--- config.mk ---
export PLATFORM = sky130hd
export DESIGN_NAME = perf_monitor
export DESIGN_NICKNAME = d
export VERILOG_FILES = /design/src/rtl/perf_monitor.sv
export SDC_FILE = /design/constraint.sdc
export NUM_CORES = 1
export LEC_CHECK = 0
export BUFFER_PORTS_ARGS = -buffer_cell sky130_fd_sc_hd__buf_2
export CORE_AREA = 2 2 112 168
export DETAILED_ROUTE_END_ITERATION = 16
export DIE_AREA = 0 0 114 170
export PLACE_DENSITY = 0.9
export SLEW_MARGIN = 0
export SYNTH_ARGS = -nofsm -noshare
export SYNTH_HDL_FRONTEND = slang
export SYNTH_SLANG_ARGS = --single-unit
--- constraint.sdc ---
create_clock -name clk -period 2.29 [get_ports clk]
set_input_delay 0.1145 -clock clk [delete_from_list [all_inputs] [get_ports clk]]
set_output_delay 0.1145 -clock clk [all_outputs]
set_load 0.05 [all_outputs]
--- src/rtl/perf_monitor.sv ---
// Cycle/event performance monitor that stops counting once the CPU parks at FINAL_PC.
// Define PERF_SATURATE_EN to make counters stick at all-ones instead of wrapping.
module perf_monitor #(
  parameter int                  PC_WIDTH    = 16,
  parameter int                  CNT_WIDTH   = 32,
  parameter int                  NUM_EVENTS  = 4,
  parameter logic [PC_WIDTH-1:0] FINAL_PC    = 'h00FF,
  parameter int                  HOLD_CYCLES = 2,
  parameter int                  AUTO_START  = 1
) (
  input  logic                  clk,
  input  logic                  resetN,
  input  logic [PC_WIDTH-1:0]   pc,
  input  logic [NUM_EVENTS-1:0] events,
  input  logic                  start,
  input  logic [3:0]            sel,
  output logic [CNT_WIDTH-1:0]  count_out,
  output logic                  running,
  output logic                  finished,
  output logic [NUM_EVENTS:0]   overflow,
  output logic [1:0]            state_dbg
);

  typedef enum logic [1:0] {
    S_IDLE = 2'd0,
    S_RUN  = 2'd1,
    S_DONE = 2'd2
  } state_t;

  // Wide enough to hold HOLD_CYCLES, the value reached on the completing edge.
  localparam int MW = (HOLD_CYCLES > 1) ? $clog2(HOLD_CYCLES + 1) : 1;

  state_t               state;
  state_t               state_next;
  logic                 clear_all;
  logic                 in_run;
  logic                 pc_hit;
  logic                 last_hit;
  logic [MW-1:0]        match_cnt;
  logic [NUM_EVENTS:0]  inc;
  logic [CNT_WIDTH-1:0] cnt [0:NUM_EVENTS];
  logic [CNT_WIDTH-1:0] sel_val;

  assign in_run    = (state == S_RUN);
  assign pc_hit    = (pc == FINAL_PC);
  assign last_hit  = pc_hit && (match_cnt == MW'(HOLD_CYCLES - 1));
  assign inc       = {events, 1'b1} & {(NUM_EVENTS + 1){in_run}};
  assign state_dbg = state;

  always_ff @(posedge clk or negedge resetN) begin
    if (!resetN) begin
      state <= S_IDLE;
    end else begin
      state <= state_next;
    end
  end

  always_comb begin
    state_next = state;
    clear_all  = 1'b0;
    case (state)
      S_IDLE: begin
        if (start || (AUTO_START != 0)) begin
          state_next = S_RUN;
          clear_all  = 1'b1;
        end
      end
      S_RUN: begin
        if (last_hit) begin
          state_next = S_DONE;
        end
      end
      S_DONE: begin
        if (start) begin
          state_next = S_RUN;
          clear_all  = 1'b1;
        end
      end
      default: state_next = S_IDLE;
    endcase
  end

  always_ff @(posedge clk or negedge resetN) begin
    if (!resetN) begin
      match_cnt <= '0;
    end else if (clear_all) begin
      match_cnt <= '0;
    end else if (in_run) begin
      match_cnt <= pc_hit ? match_cnt + MW'(1) : '0;
    end
  end

  // Index 0 is the cycle counter; index i+1 counts events[i].
  always_ff @(posedge clk or negedge resetN) begin
    if (!resetN) begin
      for (int i = 0; i <= NUM_EVENTS; i++) begin
        cnt[i] <= '0;
      end
      overflow <= '0;
    end else if (clear_all) begin
      for (int i = 0; i <= NUM_EVENTS; i++) begin
        cnt[i] <= '0;
      end
      overflow <= '0;
    end else begin
      for (int i = 0; i <= NUM_EVENTS; i++) begin
        if (inc[i]) begin
          if (&cnt[i]) begin
            overflow[i] <= 1'b1;
`ifdef PERF_SATURATE_EN
            cnt[i] <= cnt[i];
`else
            cnt[i] <= '0;
`endif
          end else begin
            cnt[i] <= cnt[i] + CNT_WIDTH'(1);
          end
        end
      end
    end
  end

  always_comb begin
    sel_val = '0;
    for (int i = 0; i <= NUM_EVENTS; i++) begin
      if (sel == 4'(i)) begin
        sel_val = cnt[i];
      end
    end
  end

  // Flags come from the next state so they line up with the state register.
  always_ff @(posedge clk or negedge resetN) begin
    if (!resetN) begin
      count_out <= '0;
      running   <= 1'b0;
      finished  <= 1'b0;
    end else begin
      count_out <= sel_val;
      running   <= (state_next == S_RUN);
      finished  <= (state_next == S_DONE);
    end
  end

endmodule

Yosys cells after proc, flatten, opt, wreduce, memory -nomap -nowiden. Index checks and enable logic that the tools add are counted.

Register bits: 203. Bits in latches: 0. Memory bits (writable): 0. Bits in read-only memories: 0. Input bits: 27. Output and inout port bits: 41. Logic and storage cells: 91. Memories: 0.

Add/sub/neg operators: 6. Multiply operators: 0. Div/mod/pow operators: 0. $lt $le $gt $ge: 0. Equality and inequality tests: 10. Shift-type cells: 0. Multiplexer cells: 35. Bitwise operators: 1. Reductions and logical operators: 24.

Operators with widths (number): $mux W32 (15); $add A32 B1 Y32 const B (5); $mux W160 (1); $reduce_and A32 Y1 (5); $reduce_bool A2 Y1 (11); $eq A16 B8 Y1 const B (1); $mux W1 (11); $mux W2 (5); $reduce_and A2 Y1 (5); $eq A4 B2 Y1 const B (2); $eq A2 B1 Y1 const B (3); $pmux W2 S3 (1); $and A5 B5 Y5 (1); $mux W5 (1); $eq A2 B2 Y1 const B (2); $eq A4 B1 Y1 const B (1); $eq A4 B3 Y1 const B (1); $logic_not A4 Y1 (1); $add A2 B1 Y2 const B (1); $logic_not A2 Y1 (1); $pmux W1 S2 (1); $logic_and A1 B1 Y1 (1).

Longest topological paths before layout.
Depth after elaboration: 6. Mapped depth: 9. Gate-level depth less buffers: 6.

Least setup slack after synthesis. Ideal clock, no wire load.

Path type: register -> register. Start point: register state[1], in the netlist state_dbg[1]. End point: register cnt[85] in the netlist's numbering. Library setup time: 0.119 ns. Data arrival time: 2.019 ns. Data required time: 2.171 ns. Setup slack: 0.153 ns. Stages on the path, launching flop included: 10. Buffers on the path: 4. Clock period less this slack: 2.137 ns. Cell sequence: dfrtp_1 nor2b_1 buf_2 or2_1 buf_2 and2_0 buf_2 nor2_4 buf_4 nor2_1.

Word-level cells in the longest chain between the ends: 3. Elaborated cells between the ends (all ways): 7. Those cells by class: eq/ne (2); mux (2); bitwise (1); reduce/logical (2).

Ends and longest elaborated chain: start, declared (line 33) `state_t state;`; start signal, assigned (line 54) `state <= state_next;`; $eq A2 B2 Y1, or another cell as far along (line 61) `case (state)`; $pmux W1 S2 / $and A5 B5 Y5 (equally long branches) (line 61, 47); $mux W160 / $reduce_bool A2 Y1 (equally long branches); end signal, assigned by index (line 116) `cnt[i] <= cnt[i] + CNT_WIDTH'(1);`; end, declared (line 41) `logic [CNT_WIDTH-1:0] cnt [0:NUM_EVENTS];`.

Several ways; a longest one is shown, not always the timed one. A chain may end at the register's enable or synchronous reset.

Final worst setup path.
Start point: register state[1], in the netlist state_dbg[1]. End point: register overflow[2].

Word-level cells in the longest chain between the ends: 4. Elaborated cells between the ends (all ways): 9. Those cells by class: eq/ne (2); mux (2); bitwise (1); reduce/logical (4).

Ends and longest elaborated chain: $eq A2 B2 Y1, or another cell as far along (line 61); $pmux W1 S2 / $and A5 B5 Y5 (equally long branches) (line 61, 47); $reduce_bool A2 Y1 (no source line); $reduce_and A2 Y1 (no source line); end signal, assigned (line 99) `overflow <= '0;`; end signal, assigned (line 104) `overflow <= '0;`; end signal, assigned by index (line 109) `overflow[i] <= 1'b1;`; end, declared (line 20) `output logic [NUM_EVENTS:0] overflow,`.

Several ways; a longest one is shown, not always the timed one.

==> flow_summary.yaml <==
critical_path:
  critPathBufInv: 1
  crit_type: "flip-flop to flip-flop"
  cp_cell_sequence: "nor2b_2 > or2_1 > and2_0 > nor2_4 > buf_12 > o21a_1"
  cp_top_family: "simple AND/OR/NAND/NOR gates"
  r2r_end: "overflow[2]"
  worstPathMaxFanout: 28
  endpoint_kind: "flip-flop"
  slowest_stage: "dfrtp_1"
  reg2reg_from: "state_dbg[1]"
  cp.depth: 6
  cp.arrival_ns: 2.54
  rr_worst_depth: 6
  startpoint: "state_dbg[1]"
  required_ns: 2.67
  cp-start-kind: "flip-flop"
  cpPeakStageDelay_ns: 0.52
  r2r_slack_ns: 0.13
synth:
  synth.top_cell.area_share_pct: 47.5
  synth_most_common_cell: "dfrtp_1"
  async_flop_share_pct: 100
  synth_edf_count: 0
  syn_inst: 1116
  synth_area_per_cell_sq_um: 9.58
  netlist_area_sq_mm: 0.0107
  yosys_warnings: 0
  synthTopCellsByArea: "dfrtp_1 48%, xor2_1 8.0%, nor2_1 6.1%, nand4_1 4.6%, a22oi_1 3.9%"
  ys_ff_latch: 203
  ys_top_cells_by_count: "203 x dfrtp_1, 175 x nor2_1, 98 x xor2_1"
  synth_top_area_cell: "dfrtp_1"
  ys.flop_type: "dfrtp_1"
  post_synth_num_cell_types: 64
  syn_nets: 1149
  yosysSeqAreaShare_pct: 47.5
sta:
  worstMarginPinSlew_ns: 0.674
  hold_ws_ns: 0.0454
  period_share_pct: 94.2
  rsz0062_at_grt: "false"
  fmax_mhz: 464
  slew_headroom_pct: 55.1
  hold_viol: 0
  setup_viol: 0
  fin_tns_setup_ns: 0
  finalMaxSlewViolations: 0
  finClkSkew_ns: 0.0109
  period_needed_ns: 2.16
routing:
  num_vias: 9769
  viasPerCell: 6.80
  drtIter0Drc: 1240
  first_pass_iters: 9
  drc: 0
  drt_wl_total_mm: 31.4
  postRouteAntennaNets: 0
  wl_per_cell_um: 21.9
floorplanning:
  core_sq_mm: 0.0179
  rows: 60
  start_util_pct: 59.8
  chipHeight_um: 170
  io_pins: 68
  die_width_um: 114
  die_area_sq_mm: 0.0194
min_path:
  worst_hold_path_type: "input pin to flip-flop"
  whs_path_depth: 4
  hold_end: "cnt[124]"
  hold_start: "events[0]"
placement:
  dp_hpwl_mm: 22.0
  gp_congestion: 0.956
  portBuffers: 67
cts:
  clock_sinks: 203
  tritoncts: "yes"
  cts-buffers-inserted: 19
  root_buffer: "clkbuf_16"
  clk_pin_slew_ns: 0.07
  htreeDepth: 1
  clock_path_buffers: 3
  clk_latency_ns: 0.49
power_and_ir_drop:
  irDropWorstVdd_v: 0.000479
  static-leakage-power_nw: 5.57
  power.density_mw_per_mm2: 662
finish:
  post-route-util_pct: 68.3
  drive_gt1_share_pct: 15.3
  syn2layout_area_growth_pct: 14.2
  diodes: 0
  num-nets-final: 1240
status:
  status: "completed"
global_routing:
  grt_max_degree: 72
  grt.total_usage_pct: 32.6
  overflow: 0
  antenna_found_initial: 0
  grt_pass1_wl_mm: 49.8
  grt_pass1_vias: 9468
run:
  max_cap_viol_count: 0
[logic make-up (layout without fill, tap and decap cells)]
kind of cell / count (synthesis) / in the layout / share of synthesized area [%]
xor+xnor: 123 / 123 / 10.1
simple gates: 515 / 515 / 24.8
mux: 10 / 10 / 0.948
fa+ha+maj: 6 / 6 / 0.702
flops: 203 / 203 / 47.5
buf+inv: 74 / 177 / 3.20
compound gates: 185 / 185 / 12.7
[worst max path at each step]
stage	end	slack (ns)
CTS	cnt[151]	0.12
floorplan	cnt[85]	0.15
finish	overflow[2]	0.13
detailed placement	cnt[151]	0.14
global route	overflow[2]	0.002
global placement	cnt[151]	0.16
[state kept, by name (all words and copies together) (netlist names)]
register and flops:
finished 1, count_out 32, state_dbg 2, running 1, cnt 160, match_cnt 2
overflow 5
[layout by cell type, fill, tap and decap left out, drive strengths merged, types with 2 or more instances in the layout]
cell type and n:
clkinv 2, dfrtp 203, and2 12, o22ai 3, inv 18, a22oi 56
o21a 3, a22o 2, a211o 2, nor2b 5, or3 16, clkinvlp 3
nand3 75, clkbuf 27, a31oi 32, nand2b 7, buf 124, a32o 3
and4 13, ha 6, a211oi 10, nor3 14, bufinv 2, nand2 70
o21ai 26, a21oi 25, mux2i 9, nor4 16, nor2 176, and3 22
xor2 98, a2111oi 3, or4 3, o31ai 3, o211ai 7, a21o 5
nand4b 2, xnor2 25, nand4 80
[worst reg2reg max path: cells and delay by family (launching register included)]
kind,cells,cell delay [ns]
buf+inv,1,0.19
flops,1,0.52
simple gates,4,1.18
compound gates,1,0.17
[timing repair]
action                     in CTS  in global routing
hold endpoints to repair       67                  0
setup buffers                   0                  0
hold buffers                    1                  0
resized for setup               0                  2
setup endpoints to repair       0                  6
[power by group]
group | leakage (nW) | switching [mW] | internal [mW]
Clock | 0.285 | 1.40 | 1.80
Sequential | 2.76 | 0.308 | 3.79
Combinational | 2.53 | 0.507 | 0.288
Total | 5.57 | 2.21 | 5.87
[per-stage QoR]
step	area (sq um)	power, mW	std cells	setup slack (ns)
floorplan	10700	4.57	1116	0.153
global placement	11600	4.88	1402	0.164
detailed placement	11600	4.92	1402	0.138
CTS	12200	8.05	1436	0.116
global route	12200	8.32	1436	0.00153
finish	12200	8.09	1436	0.133
[per-layer routing]
metal | track usage, % | part of all wire (%) | vias to the layer above
li1 | - | - | 4199
met1 | 39.1 | 35 | 4719
met2 | 54.7 | 49 | 669
met3 | 5.20 | 8.8 | 182
met4 | 20.1 | 7.7 | 0
met5 | 0 | 0 | -
[cell type report]
type | count | area [sq um]
fill | 1261 | 5660
multi-input combinational | 839 | 5290
sequential | 203 | 5080
timing repair buffer | 126 | 890
clock buffer | 26 | 512
tap | 217 | 272
clock inverter | 7 | 92.6
inverter | 18 | 67.6
(Power assumes the default switching activity.)
